### src/rtl/switch_pkg.sv
`default_nettype none
// ============================================================================
//  Module      : switch_pkg
//  Description : Shared constants and state encoding for the 4-in/4-out
//                FIFO switch scheduler.
//  Revision    : 1.0  initial release
// ============================================================================
package switch_pkg;

  localparam int WIDTH    = 10;
  localparam int DEST_MSB = 9;
  localparam int DEST_LSB = 8;
  localparam int NPORTS   = 4;

  typedef enum logic [0:0] {
    ST_INIT   = 1'b0,
    ST_ACTIVE = 1'b1
  } state_t;

endpackage
`default_nettype wire

### src/rtl/rr_pick4.sv
`default_nettype none
// ============================================================================
//  Module      : rr_pick4
//  Description : Combinational 4-way round-robin picker. The search starts
//                one past last_grant; the first eligible requester wins.
//  Revision    : 1.0  initial release
// ============================================================================
module rr_pick4
  import switch_pkg::*;
(
  input  logic [NPORTS-1:0] eligible,
  input  logic [1:0]        last_grant,
  output logic              grant_valid,
  output logic [1:0]        grant_idx
);

  logic [1:0] cand;

  // Walk from the farthest candidate to the nearest so the nearest eligible one is written last and wins
  always_comb begin
    grant_valid = 1'b0;
    grant_idx   = last_grant;
    cand        = last_grant;
    for (int k = NPORTS; k >= 1; k--) begin
      cand = last_grant + 2'(k);
      if (eligible[cand]) begin
        grant_valid = 1'b1;
        grant_idx   = cand;
      end
    end
  end

endmodule
`default_nettype wire

### src/rtl/fifo_switch_scheduler.sv
`default_nettype none
// ============================================================================
//  Module      : fifo_switch_scheduler
//  Description : Moves words from input FIFOs 0-3 to output FIFOs 4-7 using
//                round-robin arbitration with destination back-pressure.
//  Revision    : 1.0  initial release
// ============================================================================
module fifo_switch_scheduler #(
  parameter int WIDTH       = 10,
  parameter int INIT_CYCLES = 4
) (
  input  logic             clk,
  input  logic             reset,
  input  logic [WIDTH-1:0] fifo0_out,
  input  logic [WIDTH-1:0] fifo1_out,
  input  logic [WIDTH-1:0] fifo2_out,
  input  logic [WIDTH-1:0] fifo3_out,
  input  logic             empty0,
  input  logic             empty1,
  input  logic             empty2,
  input  logic             empty3,
  input  logic             almost_full4,
  input  logic             almost_full5,
  input  logic             almost_full6,
  input  logic             almost_full7,
  output logic             pop0,
  output logic             pop1,
  output logic             pop2,
  output logic             pop3,
  output logic [WIDTH-1:0] fifo4_i,
  output logic [WIDTH-1:0] fifo5_i,
  output logic [WIDTH-1:0] fifo6_i,
  output logic [WIDTH-1:0] fifo7_i,
  output logic             push4,
  output logic             push5,
  output logic             push6,
  output logic             push7,
  output logic             idle
);
  import switch_pkg::*;

  localparam int CNT_W = (INIT_CYCLES > 1) ? $clog2(INIT_CYCLES) : 1;

  logic [WIDTH-1:0]  in_word [NPORTS];
  logic [NPORTS-1:0] empty_v;
  logic [NPORTS-1:0] af_v;
  logic [NPORTS-1:0] eligible;
  logic              grant_valid;
  logic [1:0]        grant_idx;
  logic [WIDTH-1:0]  grant_word;
  logic [1:0]        grant_dest;

  state_t            state_q, state_d;
  logic [CNT_W-1:0]  cnt_q, cnt_d;
  logic [1:0]        last_grant_q, last_grant_d;
  logic [NPORTS-1:0] pop_q, pop_d;
  logic [NPORTS-1:0] push_q, push_d;
  logic [WIDTH-1:0]  data_q [NPORTS];
  logic [WIDTH-1:0]  data_d [NPORTS];
  logic              idle_q, idle_d;

  assign in_word[0] = fifo0_out;
  assign in_word[1] = fifo1_out;
  assign in_word[2] = fifo2_out;
  assign in_word[3] = fifo3_out;
  assign empty_v    = {empty3, empty2, empty1, empty0};
  assign af_v       = {almost_full7, almost_full6, almost_full5, almost_full4};

  // An input whose pop is currently on the wire (pop_q) still shows the old head, so it sits out this cycle
  always_comb begin
    eligible = '0;
    for (int i = 0; i < NPORTS; i++) begin
      eligible[i] = (state_q == ST_ACTIVE) && !empty_v[i] &&
                    !af_v[in_word[i][DEST_MSB:DEST_LSB]] && !pop_q[i];
    end
  end

  rr_pick4 u_pick (
    .eligible    (eligible),
    .last_grant  (last_grant_q),
    .grant_valid (grant_valid),
    .grant_idx   (grant_idx)
  );

  assign grant_word = in_word[grant_idx];
  assign grant_dest = grant_word[DEST_MSB:DEST_LSB];

  // Next-state: INIT countdown, pointer update and registered strobe/data selection
  always_comb begin
    state_d      = state_q;
    cnt_d        = cnt_q;
    last_grant_d = last_grant_q;
    pop_d        = '0;
    push_d       = '0;
    data_d       = data_q;
    idle_d       = 1'b0;
    case (state_q)
      ST_INIT: begin
        if (cnt_q == CNT_W'(INIT_CYCLES - 1)) begin
          state_d = ST_ACTIVE;
        end else begin
          cnt_d = cnt_q + CNT_W'(1);
        end
      end
      ST_ACTIVE: begin
        if (grant_valid) begin
          pop_d[grant_idx]   = 1'b1;
          push_d[grant_dest] = 1'b1;
          data_d[grant_dest] = grant_word;
          last_grant_d       = grant_idx;
        end
        // Idle flags a decision cycle that produced no transfer
        idle_d = !grant_valid;
      end
      default: begin
        state_d = ST_INIT;
      end
    endcase
  end

  // State, pointer and output registers; reset drops all strobes immediately
  always_ff @(posedge clk or negedge reset) begin
    if (!reset) begin
      state_q      <= ST_INIT;
      cnt_q        <= '0;
      last_grant_q <= 2'd3;
      pop_q        <= '0;
      push_q       <= '0;
      idle_q       <= 1'b0;
      for (int i = 0; i < NPORTS; i++) begin
        data_q[i] <= '0;
      end
    end else begin
      state_q      <= state_d;
      cnt_q        <= cnt_d;
      last_grant_q <= last_grant_d;
      pop_q        <= pop_d;
      push_q       <= push_d;
      idle_q       <= idle_d;
      for (int i = 0; i < NPORTS; i++) begin
        data_q[i] <= data_d[i];
      end
    end
  end

  assign {pop3, pop2, pop1, pop0}     = pop_q;
  assign {push7, push6, push5, push4} = push_q;
  assign fifo4_i = data_q[0];
  assign fifo5_i = data_q[1];
  assign fifo6_i = data_q[2];
  assign fifo7_i = data_q[3];
  assign idle    = idle_q;

endmodule
`default_nettype wire

### config.mk
export PLATFORM = sky130hd
export DESIGN_NAME = fifo_switch_scheduler
export DESIGN_NICKNAME = d
export VERILOG_FILES = /design/src/rtl/switch_pkg.sv /design/src/rtl/rr_pick4.sv /design/src/rtl/fifo_switch_scheduler.sv
export SDC_FILE = /design/constraint.sdc
export NUM_CORES = 1
export LEC_CHECK = 0
export ABC_AREA = 1
export CORE_UTILIZATION = 45
export CTS_CLUSTER_DIAMETER = 30
export CTS_CLUSTER_SIZE = 8
export DETAILED_ROUTE_END_ITERATION = 10
export PLACE_DENSITY = 0.85
export SYNTH_ARGS = -nofsm -noshare
export SYNTH_HDL_FRONTEND = slang
export SYNTH_SLANG_ARGS = --single-unit
### constraint.sdc
create_clock -name clk -period 2.8 [get_ports clk]
set_input_delay 0.56 -clock clk [delete_from_list [all_inputs] [get_ports clk]]
set_output_delay 0.56 -clock clk [all_outputs]
set_load 0.02 [all_outputs]
# Yosys cells after proc, flatten, opt, wreduce, memory -nomap -nowiden

Index checks and enable logic that the tools add are counted.

Register bits: 54
Input port bits: 50
Output and inout port bits: 49
Word-level logic and storage cells: 104

Add/subtract/negate cells: 4
Magnitude comparators: 15
Eq/ne operators: 1
Multiplexer cells: 40
Bitwise logic cells: 4
Reductions and logical operators: 30

Operator list:

| kind                                                               | count |
|---|---|
| bitwise mux 40 bit                                                 | 1 |
| less-than comparator 2 x 3 -> 1 bit (second input constant)        | 10 |
| 2-to-1 mux 10 bit                                                  | 3 |
| binary-select mux 10 bit (select 2 bit)                            | 1 |
| demux 10 bit (select 2 bit)                                        | 1 |
| 2-to-1 mux 1 bit                                                   | 17 |
| binary-select mux 1 bit (select 2 bit)                             | 8 |
| 2-to-1 mux 4 bit                                                   | 4 |
| logical AND 1 bit                                                  | 15 |
| logical NOT 1 bit                                                  | 13 |
| greater-or-equal comparator 3 bit (second input constant)          | 2 |
| 2-to-1 mux 2 bit                                                   | 3 |
| inverter 2 -> 3 bit                                                | 2 |
| adder 2 x 1 -> 2 bit (second input constant)                       | 2 |
| adder 2 bit (second input constant)                                | 2 |
| demux 1 bit (select 2 bit)                                         | 2 |
| greater-or-equal comparator 2 x 1 -> 1 bit (second input constant) | 2 |
| AND reduction 2 bit                                                | 2 |
| less-than comparator 3 x 1 -> 1 bit (second input constant)        | 1 |
| equality test 2 bit (second input constant)                        | 1 |
| inverter 1 bit                                                     | 2 |

# Depth between registers and ports, before layout

Depth after elaboration: 20
Depth in mapped cells: 19
Mapped depth without buffers: 18

# Cells and area by module

From an unflattened synthesis, not the netlist that was laid out.

Cells, all modules: 414
Area, all modules: 3034.2 um^2

By module, submodules not included:

| module                | times used | cells an instance | area an instance (um^2) | seq. area each (um^2) |
|---|---|---|---|---|
| fifo_switch_scheduler | 1          | 368               | 2820.2                  | 1353.8 |
| rr_pick4              | 1          | 46                | 214.0                   | 0.0 |

# Least setup slack after synthesis

No wires, ideal clock.

Path type: in2reg
Start point: input almost_full5
End point: register data_q, in the netlist fifo7_i[1]
Setup time: 0.118 ns
Data arrival time: 2.016 ns
Required time: 2.682 ns
Setup slack: 0.666 ns
Stages on the path: 17
Path buffers: 1
Cell sequence: inv_1 -> nand2_1 -> nand3_1 -> nand3_1 -> nand2_1 -> nand3_1 -> nand2_1 -> nand3_1 -> nand2_1 -> nand2_1 -> bufinv_8 -> nand3_1 -> nand2_2 -> nand3_2 -> buf_6 -> nand2_1 -> nand2_1

Longest elaborated chain between the ends: 20
Elaborated cells on any way between the ends: 47
Classes of those cells: order compare (2); mux (29); bitwise (2); reduce/logical (14)

Ends and longest elaborated chain:

| what                                                                                                           | line                         | RTL |
|---|---|---|
| start, declared                                                                                                | fifo_switch_scheduler.sv:23  | `input logic almost_full5,` |
| binary-select mux 1 bit (select 2 bit)                                                                         | fifo_switch_scheduler.sv:74  | `!af_v[in_word[i][DEST_MSB:DEST_LSB]] && !pop_q[i];` |
| 2-to-1 mux 1 bit (not written as such)                                                                         | fifo_switch_scheduler.sv:74  |  |
| logical NOT 1 bit                                                                                              | fifo_switch_scheduler.sv:74  |  |
| logical AND 1 bit                                                                                              | fifo_switch_scheduler.sv:73  | `eligible[i] = (state_q == ST_ACTIVE) && !empty_v[i] &&` |
| logical AND 1 bit                                                                                              | fifo_switch_scheduler.sv:74  |  |
| binary-select mux 1 bit (select 2 bit)                                                                         | rr_pick4.sv:26               | `if (eligible[cand]) begin` |
| 2-to-1 mux 1 bit (not written as such)                                                                         | rr_pick4.sv:26               |  |
| 2-to-1 mux 2 bit (3 in series)                                                                                 | rr_pick4.sv:26               |  |
| inverter 2 -> 3 bit (not written as such)                                                                      | fifo_switch_scheduler.sv:85  | `assign grant_word = in_word[grant_idx];` |
| binary-select mux 10 bit (select 2 bit)                                                                        | fifo_switch_scheduler.sv:85  |  |
| 2-to-1 mux 10 bit (not written as such) (2 in series)                                                          | fifo_switch_scheduler.sv:85  |  |
| inverter 2 -> 3 bit (not written as such)                                                                      | fifo_switch_scheduler.sv:109 | `data_d[grant_dest] = grant_word;` |
| greater-or-equal comparator 3 bit (not written as such) or less-than comparator 3 x 1 -> 1 bit (tied branches) | fifo_switch_scheduler.sv:109 |  |
| logical AND 1 bit (not written as such)                                                                        | fifo_switch_scheduler.sv:109 |  |
| 2-to-1 mux 10 bit (not written as such)                                                                        | fifo_switch_scheduler.sv:109 |  |
| demux 10 bit (select 2 bit)                                                                                    | fifo_switch_scheduler.sv:109 |  |
| bitwise mux 40 bit                                                                                             | fifo_switch_scheduler.sv:109 |  |
| end signal, assigned by index                                                                                  | fifo_switch_scheduler.sv:141 | `data_q[i] <= data_d[i];` |
| end, declared                                                                                                  | fifo_switch_scheduler.sv:58  | `logic [WIDTH-1:0] data_q [NPORTS];` |

Parallel ways exist; a longest one is shown, timed or not. The select of a mux whose other input is x is not followed.
A chain may end at the register's enable or synchronous reset.

# Worst setup path in the final report

Start point: input fifo3_out[8]
End point: register data_q, in the netlist fifo5_i[0]

Longest elaborated chain between the ends: 20
Elaborated cells on any way between the ends: 32
Classes of those cells: order compare (2); mux (23); bitwise (2); reduce/logical (5)

Ends and longest elaborated chain:

| what                                                                                                           | line                         | RTL |
|---|---|---|
| start, declared                                                                                                | fifo_switch_scheduler.sv:17  | `input logic [WIDTH-1:0] fifo3_out,` |
| binary-select mux 1 bit (select 2 bit)                                                                         | fifo_switch_scheduler.sv:74  |  |
| 2-to-1 mux 1 bit (not written as such)                                                                         | fifo_switch_scheduler.sv:74  |  |
| logical NOT 1 bit                                                                                              | fifo_switch_scheduler.sv:74  |  |
| logical AND 1 bit                                                                                              | fifo_switch_scheduler.sv:73  |  |
| logical AND 1 bit                                                                                              | fifo_switch_scheduler.sv:74  |  |
| binary-select mux 1 bit (select 2 bit)                                                                         | rr_pick4.sv:26               |  |
| 2-to-1 mux 1 bit (not written as such)                                                                         | rr_pick4.sv:26               |  |
| 2-to-1 mux 2 bit (3 in series)                                                                                 | rr_pick4.sv:26               |  |
| inverter 2 -> 3 bit (not written as such)                                                                      | fifo_switch_scheduler.sv:85  |  |
| binary-select mux 10 bit (select 2 bit)                                                                        | fifo_switch_scheduler.sv:85  |  |
| 2-to-1 mux 10 bit (not written as such) (2 in series)                                                          | fifo_switch_scheduler.sv:85  |  |
| inverter 2 -> 3 bit (not written as such)                                                                      | fifo_switch_scheduler.sv:109 |  |
| greater-or-equal comparator 3 bit (not written as such) or less-than comparator 3 x 1 -> 1 bit (tied branches) | fifo_switch_scheduler.sv:109 |  |
| logical AND 1 bit (not written as such)                                                                        | fifo_switch_scheduler.sv:109 |  |
| 2-to-1 mux 10 bit (not written as such)                                                                        | fifo_switch_scheduler.sv:109 |  |
| demux 10 bit (select 2 bit)                                                                                    | fifo_switch_scheduler.sv:109 |  |
| bitwise mux 40 bit                                                                                             | fifo_switch_scheduler.sv:109 |  |

Parallel ways exist; a longest one is shown, timed or not. The select of a mux whose other input is x is not followed.

==> impl_metrics.ini <==
[status]
outcome = finished with violations
failed_checks = design-rule violations

[drt]
wirelength_um = 8240
drt_pass1_iterations = 7
drc_errors = 5
routedWlPerCell_um = 13.7
viasPerCell = 5.00
vias = 2998
ant_nets = 0
drt_iter0_markers = 197

[logic_synthesis]
yosys_warnings = 0
netlist_area_um2 = 3090
syn_inst = 396
synth-adder-area-share_pct = 0.406
yosysSeqAreaShare_pct = 43.9
synth_compound_area_share_pct = 2.51
synth_top_family_by_area = simple AND/OR/NAND/NOR gates
syn_avg_cell_area_um2 = 7.79
muxShareOfSynthArea_pct = 0
synth_xor_area_share_pct = 0.811
synth-simple-area-share_pct = 41.4
syn_nets = 447
synth.distinct_cells = 25
ys_seq_elements = 54

[setup_path]
path_max_fanout = 9
crit_path_end_kind = flop
r2r_slack_ns = 0.41
worstPathRequired_ns = 3.06
worst_setup_path_start_kind = input pin
critical_path_class = in2reg
ff2ff_path_depth = 13
critPathArrivalTime_ns = 2.88

[floorplanning]
start_util_pct = 47.5
die_area_um2 = 7190
core.rowCount = 29
die_x_um = 84.8
core-area_um2 = 6490
die_y_um = 84.8
io_pins = 99

[clock_tree]
hold_buffers = 0
htreeDepth = 2
cts_buffers = 5
cts_tree = yes
clock-sinks = 54
cts-resized-gates = 0
cts_setup_buffers = 0
clk_latency_ns = 0.32
clk_path_buf_depth = 2
clk_pin_slew_ns = 0.10
cts_root_buf = clkbuf_8

[sta]
hold_viol = 0
finalSetupViolCount = 0
worstMarginPinSlew_ns = 0.380
fin_crit_sh_pct = 93.4
rsz0062_at_grt = false
clock.fmax_mhz = 383
finalMaxSlewViolations = 0
min_period_ns = 2.61
fin_skew_ns = 0.00883
maxSlewHeadroom_pct = 74.7

[place]
dp_hpwl_um = 6660
place_area_um2 = 4310
port-buffer-count = 98
place.gp.congestion = 0.906

[global_routing]
antenna_found_initial = 0
grt_pass1_vias = 2999
grt_max_degree = 28
overflow = 0
grt_pass1_wl_um = 14100
grt_usage_pct = 24.6

[run]
drv_cap = 0

[final_layout]
fin_area_um2 = 4430
nets = 573
final_layout_size_suffix_gt1_share_pct = 18.5
areaGrowthSynthToFinish_pct = 43.6
diodes = 0

[worst_hold_path]
min_path_type = in2async
==> flip-flops by register name, indices dropped and copies added, names as in the netlist <==
register,count
idle,1
fifo4_i,10
fifo6_i,10
last_grant_q,2
push_q,4
fifo5_i,10
fifo7_i,10
state_q,1
cnt_q,2
pop_q,4
==> kinds of logic after synthesis <==
logic type	count (synthesis)
AND/OR/NAND/NOR	259
buffers and inverters	71
flip-flops	54
AO/OA/AOI/OAI	9
XOR/XNOR	2
adder cells (fa/ha/maj)	1
==> final timing paths <==
path,startpoint,end
setup / recovery,fifo3_out[8],fifo5_i[0]$_DFFE_PN0P_
setup reg to reg,last_grant_q[0]$_DFFE_PN1P_,fifo5_i[0]$_DFFE_PN0P_
hold reg to reg,fifo5_i[8]$_DFFE_PN0P_,fifo5_i[8]$_DFFE_PN0P_
hold / removal,reset,fifo6_i[4]$_DFFE_PN0P_
min in group clk,fifo5_i[8]$_DFFE_PN0P_,fifo5_i[8]$_DFFE_PN0P_
max in group asynchronous,reset,last_grant_q[1]$_DFFE_PN1P_
==> layout make-up <==
| type | count | area, um^2 |
|---|---|---|
| clock buffer | 5 | 68.8 |
| inverter | 59 | 235 |
| multi-input combinational | 271 | 1390 |
| clock inverter | 3 | 48.8 |
| tap | 77 | 96.3 |
| sequential | 54 | 1350 |
| fill | 518 | 2060 |
| timing repair buffer | 131 | 1240 |
==> cells in the mapped netlist, drive strengths merged <==
master	count	area, um^2
a22oi	1	7.51
nand3	82	490
nand2	153	639
o21ai	8	70.1
ha	1	12.5
nor3	6	50.1
nor2	18	96.3
bufinv	1	17.5
dfstp	2	52.6
inv	58	218
xor2	2	25.0
buf	12	105
dfrtp	52	1300
==> through the flow <==
step                util (%)  TNS [ns]  worst slack [ns]  hold slack, ns  instances
global placement        66.4     -1.30           -0.0582           0.445        592
detailed placement      66.4     -2.32           -0.0941           0.457        592
finish                  68.2         0             0.186           0.144        600
floorplan                  -         0             0.666           0.264        396
CTS                     68.2         0             0.214           0.154        600
global route            68.2         0            0.0627           0.159        600
==> cell usage in the layout (no fill, tap or decap) <==
cell type	synthesis	final
clkbuf_8	0	5
clkdlybuf4s50_1	0	97
bufinv_8	1	1
dfrtp_1	52	52
a22oi_1	1	1
xor2_2	1	1
xor2_1	1	1
dfstp_2	2	2
buf_4	3	32
inv_2	10	10
nand3_1	69	69
nand2_2	5	5
nor3_1	2	2
clkinvlp_4	0	1
inv_1	48	48
inv_8	0	1
buf_12	0	1
bufinv_16	0	1
buf_2	3	1
nand2_1	141	141
ha_1	1	1
nand3_4	2	2
nand2_4	7	7
nor2_8	1	1
nor2_1	14	14
nor2_2	2	2
o21ai_2	8	8
nor2_4	1	1
nand3_2	11	11
nor3_2	4	4
==> worst max-delay path: stages <==
cell and delay (ns):
clkdlybuf4s50_1 0.49, inv_2 0.11, nand2_1 0.06, nand3_1 0.08
nand3_1 0.10, nand2_1 0.10, nand3_1 0.12, nand2_1 0.08
nand3_1 0.06, nand2_1 0.06, nand2_1 0.10, bufinv_8 0.24
buf_4 0.16, nand2_1 0.07, o21ai_2 0.26, nand3_1 0.13
nand2_1 0.08
==> layer usage <==
| layer | up-vias | GRT usage (%) | share of wire [%] |
|---|---|---|---|
| met2 | 103 | 42.4 | 50 |
| met3 | 10 | 4.42 | 5.7 |
| met5 | - | 0 | 0 |
| met1 | 1411 | 31.9 | 43 |
| met4 | 0 | 6.93 | 1.5 |
| li1 | 1474 | - | - |
Power is left out: the tool's default activity adds up to more than one toggle a clock period on the data nets, which glitch-free logic cannot reach.
